--- config.mk ---
export PLATFORM = sky130hd
export DESIGN_NAME = result_collector
export DESIGN_NICKNAME = d
export VERILOG_FILES = /design/src/rtl/fractal_pkg.sv /design/src/rtl/rr_arbiter.sv /design/src/rtl/result_collector.sv
export SDC_FILE = /design/constraint.sdc
export NUM_CORES = 1
export LEC_CHECK = 0
export BUFFER_PORTS_ARGS = -buffer_cell sky130_fd_sc_hd__clkbuf_2
export CORE_MARGIN = 1.5
export CORE_UTILIZATION = 60
export DETAILED_ROUTE_END_ITERATION = 6
export GPL_TIMING_DRIVEN = 0
export PLACE_DENSITY = 0.85
export SETUP_SLACK_MARGIN = 0.02
export SLEW_MARGIN = 10
export SYNTH_ARGS = -nofsm -noshare
export SYNTH_HDL_FRONTEND = slang
export SYNTH_SLANG_ARGS = --single-unit
--- constraint.sdc ---
create_clock -name clock -period 3.3 [get_ports clock]
set_input_delay 0.33 -clock clock [delete_from_list [all_inputs] [get_ports clock]]
set_output_delay 0.33 -clock clock [all_outputs]
set_load 0.02 [all_outputs]
--- src/rtl/fractal_pkg.sv ---
// Shared constants and collector state encoding for the fractal renderer.
package fractal_pkg;

    localparam int NUM_COLUMNS   = 640;
    localparam int NUM_ROWS      = 480;
    localparam int PIXEL_WIDTH   = 4;
    localparam int FB_ADDR_WIDTH = 19;

    typedef enum logic [2:0] {
        IDLE,
        SCAN,
        WRITE,
        RELEASE,
        DONE
    } collector_state_t;

    function automatic int unsigned idx_width(input int unsigned n);
        return (n > 1) ? $clog2(n) : 1;
    endfunction

endpackage

--- src/rtl/rr_arbiter.sv ---
// Round-robin arbiter: first asserted request at or after the pointer wins.
module rr_arbiter
    import fractal_pkg::*;
#(
    parameter int unsigned WIDTH = 4,
    parameter int unsigned IDX_W = idx_width(WIDTH)
) (
    input  logic [WIDTH-1:0] request,
    input  logic [IDX_W-1:0] pointer,
    output logic [WIDTH-1:0] grant,
    output logic [IDX_W-1:0] index,
    output logic             valid
);

    logic [IDX_W-1:0] cand;

    always_comb begin
        grant = '0;
        index = '0;
        valid = 1'b0;
        cand  = '0;
        for (int unsigned i = 0; i < WIDTH; i++) begin
            cand = IDX_W'((32'(pointer) + i) % WIDTH);
            if (!valid && request[cand]) begin
                valid       = 1'b1;
                grant[cand] = 1'b1;
                index       = cand;
            end
        end
    end

endmodule

--- src/rtl/result_collector.sv ---
// Collects solver results, writes them to the frame buffer and releases solvers.
// Optional COLLECTOR_STALL_COUNT_EN adds a saturating write-stall counter output.
module result_collector #(
    parameter int NUM_SOLVERS = 4,
    parameter int NUM_COLUMNS = fractal_pkg::NUM_COLUMNS,
    parameter int NUM_ROWS    = fractal_pkg::NUM_ROWS,
    parameter int ADDR_WIDTH  = fractal_pkg::FB_ADDR_WIDTH
) (
    input  logic                                          clock,
    input  logic                                          reset_n,
    input  logic                                          start,
    input  logic [fractal_pkg::PIXEL_WIDTH*NUM_SOLVERS-1:0] solver_out,
    input  logic [NUM_SOLVERS-1:0]                        solver_ready,
    input  logic [NUM_SOLVERS-1:0]                        solver_done,
    output logic [NUM_SOLVERS-1:0]                        solver_continue,
    output logic                                          wr_en,
    output logic [ADDR_WIDTH-1:0]                         wr_addr,
    output logic [fractal_pkg::PIXEL_WIDTH-1:0]           wr_data,
    input  logic                                          wr_ack,
    output logic                                          busy,
    output logic                                          frame_done
`ifdef COLLECTOR_STALL_COUNT_EN
    ,
    output logic [31:0]                                   stall_cycles
`endif
);

    import fractal_pkg::*;

    localparam int unsigned IDX_W = idx_width(NUM_SOLVERS);
    localparam int unsigned TOTAL = NUM_COLUMNS * NUM_ROWS;
    localparam int unsigned CNT_W = $clog2(TOTAL + 1);
    localparam logic [ADDR_WIDTH-1:0] ROW_STEP = ADDR_WIDTH'((NUM_SOLVERS - 1) * NUM_COLUMNS + 1);

    collector_state_t state, state_next;

    logic [IDX_W-1:0]       pointer;
    logic [IDX_W-1:0]       lane;
    logic [NUM_SOLVERS-1:0] lane_onehot;
    logic [IDX_W-1:0]       gnt_index;
    logic [NUM_SOLVERS-1:0] gnt_onehot;
    logic                   gnt_valid;
    logic [NUM_SOLVERS-1:0] pending;
    logic [NUM_SOLVERS-1:0] eligible;
    logic                   advance;
    logic [CNT_W-1:0]       pixel_count;
    logic [ADDR_WIDTH-1:0]  lane_addr [NUM_SOLVERS];

    assign advance  = (state == WRITE) && wr_ack && !start;
    assign eligible = solver_ready & pending;

    // Each lane walks its interleaved rows with adds only.
    for (genvar k = 0; k < NUM_SOLVERS; k++) begin : g_lane
        logic [9:0]            column;
        logic [9:0]            row;
        logic [ADDR_WIDTH-1:0] addr;

        always_ff @(posedge clock or negedge reset_n) begin
            if (!reset_n) begin
                column <= '0;
                row    <= '0;
                addr   <= '0;
            end else if (start) begin
                column <= '0;
                row    <= 10'(k);
                addr   <= ADDR_WIDTH'(k * NUM_COLUMNS);
            end else if (advance && lane_onehot[k]) begin
                if (column == 10'(NUM_COLUMNS - 1)) begin
                    column <= '0;
                    row    <= row + 10'(NUM_SOLVERS);
                    addr   <= addr + ROW_STEP;
                end else begin
                    column <= column + 10'd1;
                    addr   <= addr + ADDR_WIDTH'(1);
                end
            end
        end

        assign lane_addr[k] = addr;
        assign pending[k]   = (row < 10'(NUM_ROWS));
    end

    rr_arbiter #(
        .WIDTH (NUM_SOLVERS),
        .IDX_W (IDX_W)
    ) u_arb (
        .request (eligible),
        .pointer (pointer),
        .grant   (gnt_onehot),
        .index   (gnt_index),
        .valid   (gnt_valid)
    );

    always_ff @(posedge clock or negedge reset_n) begin
        if (!reset_n) state <= IDLE;
        else          state <= state_next;
    end

    always_comb begin
        state_next = state;
        if (start) begin
            state_next = SCAN;
        end else begin
            case (state)
                IDLE:    state_next = IDLE;
                SCAN:    if (gnt_valid) state_next = WRITE;
                WRITE:   if (wr_ack) state_next = RELEASE;
                RELEASE: state_next = (pixel_count == CNT_W'(TOTAL)) ? DONE : SCAN;
                DONE:    state_next = DONE;
                default: state_next = IDLE;
            endcase
        end
    end

    always_ff @(posedge clock or negedge reset_n) begin
        if (!reset_n) begin
            wr_en           <= 1'b0;
            wr_addr         <= '0;
            wr_data         <= '0;
            solver_continue <= '0;
            pointer         <= '0;
            lane            <= '0;
            lane_onehot     <= '0;
            pixel_count     <= '0;
        end else begin
            solver_continue <= '0;
            if (start) begin
                wr_en       <= 1'b0;
                pointer     <= '0;
                pixel_count <= '0;
            end else begin
                if (state == SCAN && gnt_valid) begin
                    wr_en       <= 1'b1;
                    wr_addr     <= lane_addr[gnt_index];
                    wr_data     <= solver_out[int'(gnt_index)*PIXEL_WIDTH +: PIXEL_WIDTH];
                    lane        <= gnt_index;
                    lane_onehot <= gnt_onehot;
                end
                if (advance) begin
                    wr_en           <= 1'b0;
                    solver_continue <= lane_onehot;
                    pixel_count     <= pixel_count + CNT_W'(1);
                    pointer         <= (lane == IDX_W'(NUM_SOLVERS - 1)) ? '0 : lane + IDX_W'(1);
                end
            end
        end
    end

    assign busy       = (state == SCAN) || (state == WRITE) || (state == RELEASE);
    assign frame_done = (state == DONE);

`ifdef COLLECTOR_STALL_COUNT_EN
    always_ff @(posedge clock or negedge reset_n) begin
        if (!reset_n) begin
            stall_cycles <= '0;
        end else if (start) begin
            stall_cycles <= '0;
        end else if (state == WRITE && !wr_ack && stall_cycles != '1) begin
            stall_cycles <= stall_cycles + 32'd1;
        end
    end
`endif

    // A solver claiming completion while its tracker still owes rows means lost pixels.
    frame_end_check: assert property (@(posedge clock) disable iff (!reset_n)
        (state == DONE) |-> ((solver_done & pending) == '0));

endmodule

==> impl_metrics.py, run 1 <==
metrics = {
    "outcome": {
        "status": "finished clean",
    },
    "pwr": {
        "p_sw_share_pct": 29.1,
        "p_leak_nw": 5.75,
        "power_frac_comb_pct": 16.5,
        "p_int_w": 0.00452,
        "ir_worst_vdd_mv": 0.368,
        "clock_power_share_pct": 39.0,
        "p_switching_w": 0.00185,
        "p_seq_share_pct": 44.4,
        "p_per_area_nw_per_um2": 496,
    },
    "setup_path": {
        "critPathCaptureType": "register",
        "crit_type": "register to register",
        "critPathArrivalTime_ns": 3.64,
        "worst-path-max-fanout": 10,
        "cp-start-kind": "register",
        "cp.required_ns": 3.68,
    },
    "placed_design": {
        "dp.cells": 1502,
        "dpl_worst_slack_ns": -0.0868,
        "port_buffers": 52,
        "dpl.hpwl_mm": 20.6,
        "placed_area_um2": 12000,
        "gp_congestion": 0.944,
    },
    "finish": {
        "layout.nets": 1357,
        "fin_util_pct": 68.8,
        "layout-drive-gt1-share_pct": 11.5,
        "syn_to_final_growth_pct": 12.6,
        "antenna_cells": 0,
        "finalNonFillerCells": 1542,
        "fin_area_um2": 12900,
    },
    "drt": {
        "wire_per_inst_um": 19.0,
        "vias": 9828,
        "ant_nets": 0,
        "vias_per_cell": 6.37,
        "wl_mm": 29.3,
        "drt_first_pass_iters": 5,
        "drc": 0,
        "dr.first_iter.drc_count": 927,
    },
    "die": {
        "die-area_um2": 19900,
        "start_util_pct": 61.1,
        "core_area_um2": 18700,
        "die_height_um": 141,
        "io_pins": 58,
        "rows": 50,
        "die_x_um": 141,
    },
    "timing": {
        "relSlewSlack_pct": 39.4,
        "whs_ns": 0.143,
        "max_slew.worst_pin.slew_ns": 0.909,
        "slew_viol_final": 0,
        "clock.fmax_mhz": 307,
        "min_period_over_period_pct": 98.6,
        "layout_setup_ws_ns": 0.0452,
        "hold_violations": 0,
        "period_needed_ns": 3.25,
        "finalClockSkew_ns": 0.00807,
        "setup_viol": 0,
        "rsz0062_at_grt": "true",
    },
    "synthesis": {
        "synthArstFlopShare_pct": 100,
        "synth_seq_cells": 206,
        "syn_area_per_cell_um2": 9.41,
        "synth_edf_count": 0,
        "synth_cell_types": 74,
        "synthCells": 1214,
        "synth_area_leaders": "dfrtp_1 (45%), xor2_1 (5.4%), nor2_1 (4.9%)",
        "synth_fp_nets": 1276,
        "netlist_area_um2": 11400,
        "synth_top_area_share_pct": 45.1,
        "synth_area_leader_cell": "dfrtp_1",
        "ys.flop_type": "dfrtp_1",
        "ys_seq_area_share_pct": 45.1,
        "yosysWarnings": 0,
        "synthTopCellsByCount": "dfrtp_1 (206), nor2_1 (148), nand2_1 (110), xor2_1 (70), o21ai_0 (69)",
        "yosysMostFrequentCell": "dfrtp_1",
    },
    "clocking": {
        "clock_latency_ns": 0.52,
        "clk_pin_slew_worst_paths_ns": 0.06,
        "cts_buffer_depth": 3,
        "root_buffer": "clkbuf_16",
        "cts_tree": "built",
        "cts.htree.levels": 1,
        "cts_inserted_buffers": 23,
        "clock_sinks": 206,
    },
    "global_routing": {
        "grt_max_degree": 97,
        "grt-ovfl-total": 0,
        "grt_usage_pct": 30.1,
        "grt_antenna_before_repair": 0,
        "grt_pass1_vias": 9507,
        "grt_pass1_wl_mm": 48.1,
    },
    "flow_run": {
        "drv_cap": 0,
    },
    "hold_path": {
        "hold_path.class": "primary input to register",
    },
}
## sequential cells by signal (all words and copies together), names as in the netlist
register,cells
g_lane.addr,76
g_lane.column,40
g_lane.row,32
pixel_count,19
wr_addr,19
lane_onehot,4
solver_continue,4
wr_data,4
state,3
lane,2
pointer,2
wr_en,1
## metrics by stage
step | TNS [ns] | power [W]
after floorplan | 0 | 0.00348
after global placement | -419.75 | 0.00385
after detailed placement | -0.287 | 0.00389
after CTS | 0 | 0.00635
after global routing | -0.112 | 0.00659
final | 0 | 0.00638
## placed cells by master (no fill, tap or decap), types with 36 or more instances in the layout
| cell | count |
|---|---|
| dfrtp_1 | 206 |
| nor2_1 | 148 |
| nand2_1 | 110 |
| xor2_1 | 70 |
| o21ai_0 | 69 |
| nand3_1 | 57 |
| clkbuf_2 | 54 |
| and3_1 | 51 |
| a21oi_1 | 44 |
| nand4_1 | 36 |
| mux2i_1 | 36 |
## power groups by stage
stage / registers [W] / clock network [W] / logic, W
2_1_floorplan: 0.00300 / 0 / 0.000482
3_3_place_gp: 0.00286 / 0 / 0.000988
3_5_place_dp: 0.00287 / 0 / 0.00102
4_1_cts: 0.00283 / 0.00249 / 0.00103
5_1_grt: 0.00285 / 0.00259 / 0.00114
6_report: 0.00283 / 0.00249 / 0.00105
## layout make-up
cell class              instances  area (um^2)
clock buffers                  34          667
flip-flops and latches        206         5150
clock inverters                 4         48.8
inverters                      36          135
fillers                      1367         5840
multi-input cells             921         5970
well taps                     234          293
plain buffers                  50          244
repair buffers                 57          349
## worst paths after layout
path                       cells after the start  slack (ns)                  to               start
max                                           13        0.05         wr_addr[13]          pointer[1]
min                                            3        0.14          wr_data[2]      solver_out[14]
max reg2reg                                   13        0.05         wr_addr[13]          pointer[1]
min reg2reg                                    1        0.48  g_lane[1].addr[14]  g_lane[1].addr[14]
max in group asynchronous                      4        1.91  g_lane[0].addr[15]             reset_n
min in group asynchronous                      2        0.23  g_lane[2].addr[15]             reset_n
## kinds of logic (layout without fill, tap and decap cells)
group / Yosys count / in the layout / share of synthesized area, %
XOR/XNOR: 101 / 101 / 7.74
multiplexers: 41 / 41 / 3.84
adder cells (fa/ha/maj): 34 / 34 / 3.72
flip-flops: 206 / 206 / 45.1
AO/OA/AOI/OAI: 238 / 238 / 14.4
AND/OR/NAND/NOR: 507 / 507 / 21.9
buffers and inverters: 87 / 181 / 3.30
## worst max-delay path: stages (launching register included)
cell      delay, ns
dfrtp_1        0.39
buf_4          0.18
inv_1          0.20
ha_2           0.38
and3b_1        0.23
a32oi_2        0.22
o311ai_1       0.15
a32oi_2        0.33
buf_4          0.21
and2_4         0.15
buf_8          0.15
buf_12         0.16
mux2i_1        0.26
a211oi_2       0.10
## layer usage
metal	vias to the layer above	GRT usage (%)	wire [um]
met3	99	5.20	2130
li1	4508	-	-
met4	0	13.0	1360
met1	4820	40.1	12200
met5	-	0	0
met2	401	48.8	13600
## what timing repair did
action | in CTS | in global routing
buffers inserted | 2 | 0
pin swaps | 1 | 0
hold buffers | 1 | 0
cloned | 0 | 0
hold endpoints to repair | 19 | 0
gates resized for setup | 2 | 21
endpoints found under the setup margin | 11 | 21
Note: power is estimated with default switching activity, not from simulation.
==> run 2, diff against run 1 <==
==> constraint.sdc (replaced) <==
create_clock -name clock -period 3.3 [get_ports clock]
set_input_delay 0.66 -clock clock [delete_from_list [all_inputs] [get_ports clock]]
set_output_delay 0.66 -clock clock [all_outputs]
set_load 0.02 [all_outputs]
==> run 2 against run 1 <==
  * The run now ends with negative hold slack left
  * Combinational power hardly changed
  * First-iteration DRC count fell by 2.7%
  * Global-route usage unchanged
  * Cell area barely moved
  * Non-clock buffer count shrank 1
  * Die area is the same
  * Clock skew grew 0.00080 ns
  * Sequential power is essentially flat
  * Clock power hardly changed
  * Highest routed layer unchanged
==> impl_metrics.py, run 2 (synthesis results as in run 1) <==
metrics = {
    "timing": {
        "finalClockSkew_ns": 0.00887,
        "setup_viol": 0,
        "layout_setup_ws_ns": 0.0575,
        "max_slew.worst_pin.slew_ns": 0.873,
        "clock.fmax_mhz": 308,
        "relSlewSlack_pct": 41.8,
        "min_period_over_period_pct": 98.3,
        "hold_violations": 1,
        "period_needed_ns": 3.24,
        "slew_viol_final": 0,
        "rsz0062_at_grt": "true",
        "whs_ns": -0.000950,
    },
    "drt": {
        "drc": 0,
        "dr.first_iter.drc_count": 902,
        "vias_per_cell": 6.36,
        "wire_per_inst_um": 19.0,
        "wl_mm": 29.3,
        "drt_first_pass_iters": 5,
        "ant_nets": 0,
        "vias": 9799,
    },
    "finish": {
        "seqCellArea_um2": 5150,
        "multi_input_area_um2": 5970,
        "layout-drive-gt1-share_pct": 11.6,
        "syn_to_final_growth_pct": 12.5,
        "final_cell_mix": "dfrtp_1 (206), nor2_1 (148), nand2_1 (110)",
        "antenna_cells": 0,
        "regMostFlops": "g_lane.addr",
        "top_regs": "g_lane.addr x76, g_lane.column x40, g_lane.row x32",
        "fin_area_um2": 12900,
        "largest_reg_flops": 76,
        "n_fill_cell": 1367,
        "final_common_cell": "dfrtp_1",
        "layout.nets": 1356,
    },
    "die": {
        "rows": 50,
        "io_pins": 58,
        "core_area_um2": 18700,
        "start_util_pct": 61.1,
        "die_x_um": 141,
        "die-area_um2": 19900,
        "die_height_um": 141,
    },
    "setup_path": {
        "slowest_delay_ns": 0.39,
        "cp_slowest_cell": "dfrtp_1",
        "critPathArrivalTime_ns": 3.62,
        "critPathCaptureType": "register",
        "rr_worst_depth": 13,
        "cp-start-kind": "register",
        "cp.required_ns": 3.68,
        "worst-path-max-fanout": 10,
        "cp_cell_sequence": "buf_4 -> inv_1 -> ha_2 -> and3b_1 -> a32oi_2 -> o311ai_1 -> a32oi_2 -> buf_4 -> and2_4 -> buf_8 -> buf_12 -> mux2i_1 -> a211oi_2",
        "crit_type": "register to register",
    },
    "clocking": {
        "cts_inserted_buffers": 23,
        "root_buffer": "clkbuf_16",
        "cts.htree.levels": 1,
        "clock_sinks": 206,
        "clock_latency_ns": 0.51,
        "ctsHoldBuffers": 0,
        "cts_tree": "built",
        "clk_pin_slew_worst_paths_ns": 0.06,
        "cts_buffer_depth": 3,
    },
    "pwr": {
        "ir_worst_vdd_mv": 0.367,
        "p_per_area_nw_per_um2": 496,
        "p_leak_nw": 5.75,
    },
    "hold_path": {
        "hold_path.class": "primary input to async pin",
    },
    "global_routing": {
        "grt_usage_pct": 30.1,
        "grt-ovfl-total": 0,
        "grt_pass1_wl_mm": 48.1,
        "grt_antenna_before_repair": 0,
        "grt_pass1_vias": 9507,
        "grt_max_degree": 97,
    },
    "outcome": {
        "violations": "negative hold slack",
        "status": "finished, violations left",
    },
    "placed_design": {
        "gp_congestion": 0.944,
        "port_buffers": 52,
        "dpl.hpwl_mm": 20.6,
        "placed_area_um2": 12000,
        "dpl_worst_slack_ns": -0.0868,
    },
    "flow_run": {
        "drv_cap": 0,
    },
}
-- run 2: path summary, 6_finish.rpt --
| kind | start | end | slack (ns) |
|---|---|---|---|
| min reg2reg | g_lane[1].addr[14] | g_lane[1].addr[14] | 0.49 |
| max reg2reg | pointer[1] | wr_addr[13] | 0.06 |
| max in group asynchronous | reset_n | g_lane[0].row[7] | 2.17 |
| max | pointer[1] | wr_addr[13] | 0.06 |
| min in group clock | solver_out[14] | wr_data[2] | 0.47 |
| min | reset_n | g_lane[2].addr[15] | -0.0009 |
-- run 2: where the power goes --
group | internal (W) | switching (W) | leakage [nW]
Sequential | 0.00270 | 0.000139 | 2.76
Combinational | 0.000360 | 0.000693 | 2.63
Clock | 0.00147 | 0.00102 | 0.353
Total | 0.00452 | 0.00185 | 5.75
-- run 2: cell type report --
cell class	count	area share, %
multi-input cells	921	46.5
well taps	234	2.28
clock buffers	34	5.19
plain buffers	50	1.90
clock inverters	4	0.380
repair buffers	56	2.64
inverters	36	1.05
flip-flops and latches	206	40.1
-- run 2: what timing repair did --
action | CTS | global route
pin swaps | 1 | 0
setup buffers | 2 | 0
resized for setup | 2 | 21
endpoints found under the setup margin | 11 | 21
endpoints found under the hold margin | 0 | 0
-- run 2: stage by stage --
step | std cells | TNS, ns | util, % | power [W]
floorplan | 1214 | 0 | - | 0.00348
global placement | 1500 | -487.73 | 64.0 | 0.00385
detailed placement | 1502 | -0.287 | 64.4 | 0.00389
CTS | 1542 | 0 | 68.3 | 0.00635
global route | 1541 | -0.112 | 68.7 | 0.00659
finish | 1541 | 0 | 68.7 | 0.00637
-- run 2: worst max-delay path, delay by kind of cell (launching register included) --
kind	cells	cell delay, ns
buffers and inverters	5	0.90
AO/OA/AOI/OAI	4	0.80
AND/OR/NAND/NOR	2	0.38
multiplexers	1	0.26
flip-flops	1	0.39
adder cells (fa/ha/maj)	1	0.37
-- run 2: metal layers --
metal  up-vias  track usage (%)  routed length (um)
li1       4507                -                   -
met1      4793             40.1               12300
met2       404             48.8               13600
met3        95             5.20                2110
met4         0             13.0                1300
met5         -                0                   0
==> run 3, diff against run 2 <==
--- a/config.mk
+++ b/config.mk
@@ -7,10 +7,10 @@
 export LEC_CHECK = 0
 export BUFFER_PORTS_ARGS = -buffer_cell sky130_fd_sc_hd__clkbuf_2
 export CORE_MARGIN = 1.5
-export CORE_UTILIZATION = 60
+export CORE_UTILIZATION = 62
 export DETAILED_ROUTE_END_ITERATION = 6
 export GPL_TIMING_DRIVEN = 0
-export PLACE_DENSITY = 0.85
+export PLACE_DENSITY = 0.88
 export SETUP_SLACK_MARGIN = 0.02
 export SLEW_MARGIN = 10
 export SYNTH_ARGS = -nofsm -noshare
==> run 3 against run 2 <==
  * The run now ends clean
  * Non-clock buffer count unchanged
  * Hold slack improved by 0.24 ns
  * Flip-flop and latch count unchanged
  * Wire length increased by 1.0%
  * Setup slack improved by 0.022 ns
  * Largest power group unchanged
  * Highest routed layer unchanged
==> impl_metrics.py, run 3 (synthesis results as in run 1) <==
metrics = {
    "clocking": {
        "cts_tree": "built",
        "root_buffer": "clkbuf_16",
        "clk_pin_slew_worst_paths_ns": 0.06,
        "clock_latency_ns": 0.52,
        "cts.htree.levels": 1,
        "clock_sinks": 206,
        "cts_inserted_buffers": 23,
        "cts_buffer_depth": 3,
    },
    "outcome": {
        "status": "finished clean",
    },
    "finish": {
        "syn_to_final_growth_pct": 12.5,
        "multi_input_area_um2": 5950,
        "layout.nets": 1356,
        "n_fill_cell": 1233,
        "final_common_cell": "dfrtp_1",
        "regMostFlops": "g_lane.addr",
        "top_regs": "g_lane.addr x76, g_lane.column x40, g_lane.row x32",
        "antenna_cells": 0,
        "seqCellArea_um2": 5150,
        "fin_area_um2": 12800,
        "largest_reg_flops": 76,
        "final_cell_mix": "dfrtp_1 (206), nor2_1 (148), nand2_1 (110)",
        "layout-drive-gt1-share_pct": 12.1,
    },
    "drt": {
        "vias_per_cell": 6.43,
        "drc": 0,
        "wire_per_inst_um": 19.3,
        "vias": 9903,
        "dr.first_iter.drc_count": 1015,
        "drt_first_pass_iters": 7,
        "wl_mm": 29.6,
        "ant_nets": 0,
    },
    "pwr": {
        "power.total_w": 0.00645,
        "ir_worst_vdd_mv": 0.526,
        "p_per_area_nw_per_um2": 502,
        "p_leak_nw": 5.76,
    },
    "setup_path": {
        "cp-start-kind": "register",
        "rrSetupSlack_ns": 0.08,
        "crit_type": "register to register",
        "critPathArrivalTime_ns": 3.60,
        "worstReg2RegEnd": "wr_addr[13]",
        "r2r_start": "pointer[1]",
        "rr_worst_depth": 13,
        "worst-path-max-fanout": 10,
        "cp-endpoint": "wr_addr[13]",
        "critPathCaptureType": "register",
        "cp.required_ns": 3.68,
        "worst_setup_path_startpoint": "pointer[1]",
    },
    "global_routing": {
        "grt-ovfl-total": 0,
        "grt_pass1_wl_mm": 48.0,
        "grt_antenna_before_repair": 0,
        "grt_max_degree": 105,
        "grt_usage_pct": 30.5,
        "grt_pass1_vias": 9600,
    },
    "timing": {
        "max_slew.worst_pin.slew_ns": 0.846,
        "hold_violations": 0,
        "relSlewSlack_pct": 43.6,
        "rsz0062_at_grt": "true",
        "min_period_over_period_pct": 97.6,
        "period_needed_ns": 3.22,
        "slew_viol_final": 0,
        "whs_ns": 0.235,
        "setup_viol": 0,
        "finalClockSkew_ns": 0.0158,
        "tns_ns": 0,
        "layout_setup_ws_ns": 0.0800,
        "clock.fmax_mhz": 311,
    },
    "die": {
        "die_x_um": 139,
        "rows": 49,
        "die_height_um": 139,
        "io_pins": 58,
        "core_area_um2": 18000,
        "start_util_pct": 63.4,
        "die-area_um2": 19300,
    },
    "placed_design": {
        "dpl_worst_slack_ns": -0.0748,
        "port_buffers": 52,
        "gp_congestion": 0.952,
        "placed_area_um2": 12000,
        "dpl.hpwl_mm": 20.2,
    },
    "hold_path": {
        "hold_path.class": "primary input to async pin",
    },
    "flow_run": {
        "drv_cap": 0,
    },
}
run 3: changes by cell type in the layout (fill, tap and decap cells not counted), sizes merged:
cell,delta
clkbuf,-6
clkinvlp,+1
bufinv,+1
inv,-1
clkinv,+7
buf,+1
run 3: timing repair:
item	in CTS	in global routing
hold endpoints to repair	0	0
buffers inserted	2	1
gates resized for setup	2	16
endpoints found under the setup margin	8	22
pin swaps	1	2
hold buffers	0	0
run 3: final cells by class:
cell class,count,area share (%)
sequential,206,40.1
buffer,50,1.87
multi-input combinational,921,46.3
clock inverter,12,0.906
tap,229,2.23
timing repair buffer,56,2.48
clock buffer,29,5.04
inverter,36,1.05
run 3: layer usage:
| metal | share of wire, % | GRT usage [%] | vias up |
|---|---|---|---|
| met5 | 0 | 0 | - |
| met2 | 46 | 48.1 | 503 |
| met3 | 8.0 | 5.35 | 125 |
| met4 | 4.6 | 15.5 | 0 |
| li1 | - | - | 4520 |
| met1 | 41 | 40.8 | 4755 |
run 3: per-stage QoR:
step	util [%]	instances
final	71.3	1539
after global routing	71.3	1539
after CTS	71.0	1539
after detailed placement	66.6	1496
after global placement	66.4	1495
after floorplan	-	1214
run 3: worst min path at each step:
stage | start | end | depth (start not counted)
global route | reset_n | g_lane[2].column[9] | 1
CTS | reset_n | g_lane[2].column[7] | 1
global placement | g_lane[0].addr[18] | g_lane[0].addr[18] | 1
floorplan | reset_n | g_lane[0].addr[0] | 0
finish | reset_n | g_lane[2].column[7] | 1
detailed placement | g_lane[3].addr[18] | g_lane[3].addr[18] | 1
run 3: critical path, cell delays in order (launching register included):
cell and delay, ns:
dfrtp_1 0.39, buf_4 0.18, inv_1 0.20, ha_2 0.38, and3b_1 0.23, a32oi_2 0.23, o311ai_1 0.15, a32oi_2 0.31
buf_4 0.19, and2_4 0.15, buf_8 0.14, buf_12 0.16, mux2i_1 0.27, a211oi_2 0.11
run 3: where the power goes:
group / internal [W] / total (W) / leakage [nW] / switching, W
logic: 0.000353 / 0.00104 / 2.61 / 0.000688
registers: 0.00270 / 0.00283 / 2.76 / 0.000136
clock network: 0.00154 / 0.00258 / 0.384 / 0.00103
total: 0.00459 / 0.00645 / 5.76 / 0.00186
